--- src/rtl/uart_pkg.sv ---
// -----------------------------------------------------------------------------
// uart_pkg
// Shared definitions for the UART blocks (receiver, transmitter, baud
// generator): receiver FSM state encoding, default frame geometry and the
// baud divider constant for a 100 MHz clock at 9600 baud with 16x oversampling.
// No ports (package).
// -----------------------------------------------------------------------------
package uart_pkg;

  // Receiver FSM states.
  typedef enum logic [1:0] {
    IDLE  = 2'd0,
    START = 2'd1,
    DATA  = 2'd2,
    STOP  = 2'd3
  } rx_state_t;

  // Default frame geometry: br_tick pulses per bit and payload bits per frame.
  localparam int DEF_OVERSAMPLE = 16;
  localparam int DEF_DATA_BITS  = 8;

  // Baud generator divider: clk cycles between consecutive br_tick pulses.
  localparam int CLK_HZ   = 100_000_000;
  localparam int BAUD     = 9600;
  localparam int BAUD_DIV = CLK_HZ / BAUD / DEF_OVERSAMPLE;  // 651

  // Falling edge on a synchronized line: was high, is now low.
  function automatic logic is_fall(input logic prev, input logic cur);
    return prev & ~cur;
  endfunction

endpackage

--- src/rtl/uart_rx_sync.sv ---
// -----------------------------------------------------------------------------
// uart_rx_sync
// Two-flop synchronizer for a single asynchronous input. Both flops reset to
// RESET_VAL so an idle-high serial line does not produce a false edge when
// reset is released. Reusable for any other asynchronous level input.
//
// Ports:
//   clk      in   system clock
//   reset    in   asynchronous, active-high reset
//   async_in in   input asynchronous to clk
//   sync_out out  async_in delayed by two clk, safe to use in the clk domain
// -----------------------------------------------------------------------------
module uart_rx_sync #(
  parameter logic RESET_VAL = 1'b1
) (
  input  logic clk,
  input  logic reset,
  input  logic async_in,
  output logic sync_out
);

  // First stage may go metastable; only the second stage is used downstream.
  logic meta;

  always_ff @(posedge clk or posedge reset) begin
    if (reset) begin
      meta     <= RESET_VAL;
      sync_out <= RESET_VAL;
    end else begin
      meta     <= async_in;
      sync_out <= meta;
    end
  end

endmodule

--- src/rtl/uart_rx.sv ---
// -----------------------------------------------------------------------------
// uart_rx
// 8N1 UART receiver. Uses the shared 16x-oversampled br_tick from the baud
// generator: the start bit is re-checked at its mid-point, then each data bit
// and the stop bit are sampled one full bit period apart (LSB first).
// A byte is published on rx_data with a one-clk rx_done strobe only when the
// stop bit reads 1; otherwise the byte is discarded.
//
// Optional build macro: UART_RX_FRAME_ERR_EN
//   When defined, a frame_err output pulses for one clk when the stop bit
//   samples 0, at the cycle rx_done would otherwise have pulsed.
//
// Ports:
//   clk       in   system clock (100 MHz)
//   reset     in   asynchronous, active-high reset
//   br_tick   in   one-clk pulse at OVERSAMPLE x baud
//   rx        in   serial line, idle high, asynchronous to clk
//   rx_data   out  last correctly received byte, stable between rx_done pulses
//   rx_done   out  one-clk pulse when rx_data updates
//   frame_err out  one-clk pulse on a bad stop bit (UART_RX_FRAME_ERR_EN only)
// -----------------------------------------------------------------------------
module uart_rx
  import uart_pkg::*;
#(
  parameter int OVERSAMPLE = DEF_OVERSAMPLE,
  parameter int DATA_BITS  = DEF_DATA_BITS
) (
  input  logic                 clk,
  input  logic                 reset,
  input  logic                 br_tick,
  input  logic                 rx,
  output logic [DATA_BITS-1:0] rx_data,
  output logic                 rx_done
`ifdef UART_RX_FRAME_ERR_EN
  ,
  output logic                 frame_err
`endif
);

  localparam int TICK_W = $clog2(OVERSAMPLE);
  localparam int BIT_W  = (DATA_BITS > 1) ? $clog2(DATA_BITS) : 1;

  // Start bit is checked half a bit in; later samples are one bit apart, so
  // every sample lands near the middle of its bit.
  localparam logic [TICK_W-1:0] TICK_MID  = TICK_W'(OVERSAMPLE / 2 - 1);
  localparam logic [TICK_W-1:0] TICK_LAST = TICK_W'(OVERSAMPLE - 1);
  localparam logic [BIT_W-1:0]  BIT_LAST  = BIT_W'(DATA_BITS - 1);

  // ---------------------------------------------------------------------------
  // Input conditioning
  // ---------------------------------------------------------------------------
  logic rx_sync;
  logic rx_prev;

  uart_rx_sync #(
    .RESET_VAL(1'b1)
  ) u_sync (
    .clk      (clk),
    .reset    (reset),
    .async_in (rx),
    .sync_out (rx_sync)
  );

  // rx_prev resets high so the idle line never looks like a falling edge.
  always_ff @(posedge clk or posedge reset) begin
    if (reset) rx_prev <= 1'b1;
    else       rx_prev <= rx_sync;
  end

  // ---------------------------------------------------------------------------
  // FSM and datapath registers
  // ---------------------------------------------------------------------------
  rx_state_t              state,     state_nxt;
  logic [TICK_W-1:0]      tick_cnt,  tick_cnt_nxt;
  logic [BIT_W-1:0]       bit_cnt,   bit_cnt_nxt;
  logic [DATA_BITS-1:0]   shift_reg, shift_reg_nxt;
  logic [DATA_BITS-1:0]   rx_data_nxt;
  logic                   rx_done_nxt;
`ifdef UART_RX_FRAME_ERR_EN
  logic                   frame_err_nxt;
`endif

  // NOTE: sequential state uses non-blocking assignments so every register
  // samples the values from before the edge, independent of statement order.
  always_ff @(posedge clk or posedge reset) begin
    if (reset) begin
      state     <= IDLE;
      tick_cnt  <= '0;
      bit_cnt   <= '0;
      shift_reg <= '0;
      rx_data   <= '0;
      rx_done   <= 1'b0;
`ifdef UART_RX_FRAME_ERR_EN
      frame_err <= 1'b0;
`endif
    end else begin
      state     <= state_nxt;
      tick_cnt  <= tick_cnt_nxt;
      bit_cnt   <= bit_cnt_nxt;
      shift_reg <= shift_reg_nxt;
      rx_data   <= rx_data_nxt;
      rx_done   <= rx_done_nxt;
`ifdef UART_RX_FRAME_ERR_EN
      frame_err <= frame_err_nxt;
`endif
    end
  end

  // ---------------------------------------------------------------------------
  // Next-state logic
  // Counters only move on br_tick, so without ticks everything holds.
  // ---------------------------------------------------------------------------
  always_comb begin
    // NOTE: every output of this block gets a default first; a path that
    // forgets an assignment would otherwise infer a latch.
    state_nxt     = state;
    tick_cnt_nxt  = tick_cnt;
    bit_cnt_nxt   = bit_cnt;
    shift_reg_nxt = shift_reg;
    rx_data_nxt   = rx_data;
    rx_done_nxt   = 1'b0;
`ifdef UART_RX_FRAME_ERR_EN
    frame_err_nxt = 1'b0;
`endif

    case (state)
      // Only a high-to-low transition arms the receiver; a line that stays
      // low (break) never restarts it.
      IDLE: begin
        if (is_fall(rx_prev, rx_sync)) begin
          state_nxt    = START;
          tick_cnt_nxt = '0;
        end
      end

      // Re-check the line at the start-bit mid-point to reject short glitches.
      START: begin
        if (br_tick) begin
          if (tick_cnt == TICK_MID) begin
            tick_cnt_nxt = '0;
            if (!rx_sync) begin
              state_nxt   = DATA;
              bit_cnt_nxt = '0;
            end else begin
              state_nxt   = IDLE;
            end
          end else begin
            tick_cnt_nxt = tick_cnt + TICK_W'(1);
          end
        end
      end

      // One sample per bit period, shifted in from the top so the first bit
      // received ends up in bit 0.
      DATA: begin
        if (br_tick) begin
          if (tick_cnt == TICK_LAST) begin
            tick_cnt_nxt  = '0;
            shift_reg_nxt = {rx_sync, shift_reg[DATA_BITS-1:1]};
            if (bit_cnt == BIT_LAST) begin
              state_nxt   = STOP;
            end else begin
              bit_cnt_nxt = bit_cnt + BIT_W'(1);
            end
          end else begin
            tick_cnt_nxt = tick_cnt + TICK_W'(1);
          end
        end
      end

      // Publish the byte only if the stop bit is high. Returning to IDLE at the
      // stop-bit mid-point lets a back-to-back start edge be caught.
      STOP: begin
        if (br_tick) begin
          if (tick_cnt == TICK_LAST) begin
            tick_cnt_nxt = '0;
            state_nxt    = IDLE;
            if (rx_sync) begin
              rx_data_nxt = shift_reg;
              rx_done_nxt = 1'b1;
            end
`ifdef UART_RX_FRAME_ERR_EN
            frame_err_nxt = ~rx_sync;
`endif
          end else begin
            tick_cnt_nxt = tick_cnt + TICK_W'(1);
          end
        end
      end

      default: begin
        state_nxt = IDLE;
      end
    endcase
  end

endmodule

--- config.mk ---
export PLATFORM = sky130hd
export DESIGN_NAME = uart_rx
export DESIGN_NICKNAME = d
export VERILOG_FILES = /design/src/rtl/uart_pkg.sv /design/src/rtl/uart_rx_sync.sv /design/src/rtl/uart_rx.sv
export SDC_FILE = /design/constraint.sdc
export NUM_CORES = 1
export LEC_CHECK = 0
export CORE_ASPECT_RATIO = 1.5
export CORE_MARGIN = 5
export CORE_UTILIZATION = 50
export CTS_CLUSTER_SIZE = 12
export DETAILED_ROUTE_END_ITERATION = 8
export DONT_BUFFER_PORTS = 1
export GPL_TIMING_DRIVEN = 0
export PLACE_DENSITY = 0.75
export SLEW_MARGIN = 40
export SYNTH_ARGS = -nofsm -noshare
export SYNTH_HDL_FRONTEND = slang
export SYNTH_SLANG_ARGS = --single-unit
--- constraint.sdc ---
create_clock -name clk -period 1.9 [get_ports clk]
set_input_delay 0.095 -clock clk [delete_from_list [all_inputs] [get_ports clk]]
set_output_delay 0.095 -clock clk [all_outputs]
set_load 0.01 [all_outputs]
# Yosys cells after proc, flatten, opt, wreduce, memory -nomap -nowiden
# Index checks and enable logic that the tools add are counted.
[word_totals]
reg_bits = 29
elab_cells = 65
out_inout_bits = 9
in_bits = 4
[classes]
bitwise = 2
add_sub_neg = 2
muxes = 27
eq_ne = 17
reduce_logical = 8
[op_table]
columns = ["op", "n"]
rows = [
  ["two-way mux 4 bit", 5],
  ["!= test 2 bit, second input constant", 10],
  ["two-way mux 2 bit", 9],
  ["two-way mux 3 bit", 6],
  ["case mux 4 bit (3 select lines)", 1],
  ["case mux 2 bit (4 select lines)", 1],
  ["AND reduction 8 bit", 1],
  ["AND reduction 7 bit", 1],
  ["case mux 3 bit (2 select lines)", 1],
  ["AND reduction 3 bit", 2],
  ["adder 4 x 1 -> 4 bit, second input constant", 1],
  ["equality test 2 bit, second input constant", 2],
  ["equality test 4 x 3 -> 1 bit, second input constant", 1],
  ["equality test 4 bit, second input constant", 1],
  ["two-way mux 1 bit", 4],
  ["AND reduction 4 bit", 1],
  ["adder 3 x 1 -> 3 bit, second input constant", 1],
  ["equality test 3 bit, second input constant", 1],
  ["equality test 2 x 1 -> 1 bit, second input constant", 1],
  ["logical NOT 2 bit", 1],
  ["!= test 2 x 1 -> 1 bit, second input constant", 1],
  ["nonzero test 2 bit", 1],
  ["OR reduction 2 bit", 1],
  ["AND 1 bit", 1],
  ["NOT 1 bit", 1],
]

# Longest topological paths before layout
[logic_depth]
ltp_word = 5
depth_mapped = 7
depth_no_buf = 6

# Cells and area by module
# A second synthesis with hierarchy kept.
[hier_totals]
cells_unflattened = 104
area_unflattened_um2 = 1328.8
[by_module_without_submodules]
columns = ["mod", "seq_area_each_um2", "area_per_inst_um2", "instances", "cells_per_inst"]
rows = [
  ["uart_rx", 676.9, 1272.5, 1, 101],
  ["uart_rx_sync", 52.6, 56.3, 1, 3],
]

# Least setup slack after synthesis
# OpenSTA, ideal clock, no wires.
[synth_timing]
path_kind = "register to register"
from = "register tick_cnt[0]"
to = "register rx_data[0]"
arrival_time_ps = 1605
path_stages_with_launch = 8
slack_ps = 169
t_required_ps = 1775
period_less_slack_ps = 1731
n_path_buf = 2
setup_time_ps = 125
path_cell_list = "dfrtp_1 ha_1 and2_1 buf_6 and3_4 nor3b_2 buf_6 mux2_4"
[synth_between]
elab_chain_cells = 2
[synth_lines]
columns = ["item", "line_no", "source"]
rows = [
  ["start, declared", "uart_rx.sv:74", "logic [TICK_W-1:0] tick_cnt, tick_cnt_nxt;"],
  ["start signal, assigned", "uart_rx.sv:98", "tick_cnt <= tick_cnt_nxt;"],
  ["equality test 4 bit", "uart_rx.sv:175", "if (tick_cnt == TICK_LAST) begin"],
  ["AND reduction 4 bit (no source line)", "--", ""],
  ["end signal, assigned", "uart_rx.sv:101", "rx_data <= rx_data_nxt;"],
  ["end, declared", "uart_rx.sv:32", "output logic [DATA_BITS-1:0] rx_data,"],
]
# Every way passes these cells.
# A chain may end at the register's enable or synchronous reset.

# Worst setup path after layout
[layout_timing]
from = "register tick_cnt[0]"
to = "register rx_data[5]"
# Same word-level chain as after synthesis.

==> results.cfg <==
[worst_setup_path]
r2r_setup_slack_ps = 50
cp.arrival_ps = 2000
cp_max_fo = 7
required_ps = 2060
worstRegToRegCells = 7
startpoint = tick_cnt[0]
rr_endpoint = rx_data[5]
start_kind = flip-flop
r2r_start = tick_cnt[0]
path_class = reg2reg
worst_setup_path_end_kind = flip-flop

[synthesis]
synth_fa_ha_area_share_pct = 2.833
synthCells = 103
yosys-top-cells-area = dfrtp_1 (49%), mux2_4 (9.1%), mux2_2 (7.6%), dfstp_2 (5.9%), ha_1 (2.8%)
yosys.area.top_type_share_pct = 49.10
synth_seq_cells = 29
syn-num-nets = 110
syn-cell-area_um2 = 1325
yosys.area_share.simple_pct = 11.24
syn_area_per_cell_um2 = 12.86
yosys.area.top_type = dfrtp_1
synth.distinct_cells = 28
ys_warn_count = 0
synthXorXnorAreaFrac_pct = 0.6610
synthMuxAreaShare_pct = 16.71
synth_top_family_by_area = multiplexers
synth_compound_area_share_pct = 9.632
ys_seq_area_share_pct = 55.05

[clock_tree]
cts_tree = built
htreeDepth = 2
cts_root_buf = clkbuf_8
insertion_delay_ps = 280
clockBufferDepth = 2
path_clk_slew_ps = 60
cts.sinks = 29
cts_buffers = 5

[cells_and_area]
fin_area_um2 = 1545
drive_above_1_share_pct = 37.07
final_util_pct = 59.01
syn2layout_area_growth_pct = 16.62
nets = 123
diodes = 0

[place]
portBuffers = 0
dpl-instance-area_um2 = 1371
dp_hpwl_um = 1592
gp_congestion = 0.8434
place_ws_ps = 54.22

[drt]
wl_per_cell_um = 15.55
dr.pass1.iters = 4
final_antenna_net_count = 0
via_count = 807
drc_errors = 0
viasPerCell = 5.275
wirelength_um = 2379
drt_iter0_drc = 19

[floorplan]
die_x_um = 52.03
rows = 23
die_h_um = 73.05
io_pins = 13
start_util_pct = 50.60
dieArea_um2 = 3801
fp.coreArea_um2 = 2619

[global_route]
antenna_found_initial = 0
overflow = 0
grt_first_pass_wirelength_um = 3946
grt_pass1_vias = 865
gr-usage-all-layers_pct = 14.57
grt_max_degree = 30

[sta]
fin_crit_sh_pct = 97.28
relSlewSlack_pct = 61.48
hold_ws_ps = 45.90
setup_viol = 0
min_period_ps = 1848
rsz0062_at_grt = true
worst_slack_ps = 51.72
tightest_slew_ps = 576.9
maxSlewViolCount = 0
final_hold_viol_count = 0
fmax_ghz = 0.5410
skew_ps = 6.660

[status]
status = completed

[power_and_ir_drop]
power.density_nw_per_um2 = 1097
vdd_drop_max_v = 0.0008791
power.leakage_nw = 0.7356
p_total_mw = 1.695

[min_path]
hold_path_end = state[0]
hp-start = br_tick
hold_depth = 2
hold_class = in2reg

[flow_run]
drv_cap = 0
how the worst max path moves through the flow:
stage / slack [ps] / cells after the start / end
finish: 50 / 7 / rx_data[5]
global route: -20 / 7 / rx_data[5]
CTS: 40 / 7 / rx_data[5]
detailed placement: 50 / 7 / rx_data[6]
global placement: 90 / 7 / rx_data[6]
floorplan: 170 / 7 / rx_data[0]
synthesized netlist by cell type (all sizes together):
cell type  number
a21oi           3
a221o           1
a22o            4
a31o            1
and2            2
and3            1
buf             4
clkbuf          1
dfrtp          26
dfstp           3
ha              3
inv             4
mux2           17
nand2           8
nand2b          1
nand3           6
nor2            5
nor3            1
nor3b           1
nor4b           1
o2111ai         2
o21ai           5
o21bai          1
o31a            1
xor2            1
what timing repair did:
| item | 4_1_cts | 5_1_grt |
|---|---|---|
| hold buffers | 3 | 0 |
| hold endpoints to repair | 29 | 0 |
| buffers inserted | 0 | 2 |
| gates resized for setup | 0 | 8 |
| setup endpoints to repair | 0 | 19 |
routing by layer:
metal  wire length (µm)  GRT usage (%)  up-vias
met2               1230          22.52       13
met5                  0              0        -
met4                 51          7.872        0
met1                973          16.84      400
met3                123          6.135        6
li1                   -              -      388
where the power goes:
| group | internal, mW | switching, mW | total (mW) |
|---|---|---|---|
| combinational | 0.191 | 0.252 | 0.442 |
| clock | 0.286 | 0.213 | 0.500 |
| sequential | 0.689 | 0.0641 | 0.753 |
critical path: stages, from the launching register on:
cell and delay [ps]:
dfrtp_1 380, ha_2 190, and2_4 130, buf_6 110, and3_4 200, nor3b_4 230
buf_6 170, mux2_4 300
metrics by stage:
step | cells | setup TNS (ps)
after floorplan | 103 | 0
after CTS | 150 | 0
after global placement | 140 | 0
final | 153 | 0
after global routing | 153 | -64.49
after detailed placement | 140 | 0
placed cells by master, fill, tap and decap left out, drive strengths merged, types with 2 or more instances in the layout:
master / count
nand3: 6
and2: 2
inv: 4
mux2: 17
dlygate4sd3: 3
dfrtp: 26
buf: 7
clkbuf: 8
dfstp: 3
nand2: 8
o2111ai: 2
nor2: 5
a21oi: 3
a22o: 4
ha: 3
o21ai: 5
cells by family after synthesis:
family	count (synthesis)
xor gates and xnor gates	1
muxes	17
AOI/OAI and AO/OA	18
and+or+nand+nor	26
DFF	29
buffers and inverters	9
adders and majority gates	3
final cells by class:
| cell class | instances | area [µm²] |
|---|---|---|
| Multi-Input combinational cell | 65 | 561.8 |
| Fill cell | 206 | 1074 |
| Buffer | 5 | 37.54 |
| Sequential cell | 29 | 729.5 |
| Tap cell | 37 | 46.29 |
| Clock buffer | 7 | 86.33 |
| Inverter | 4 | 15.01 |
| Timing Repair Buffer | 6 | 68.82 |
No activity file was read; power rests on OpenSTA's default activity.
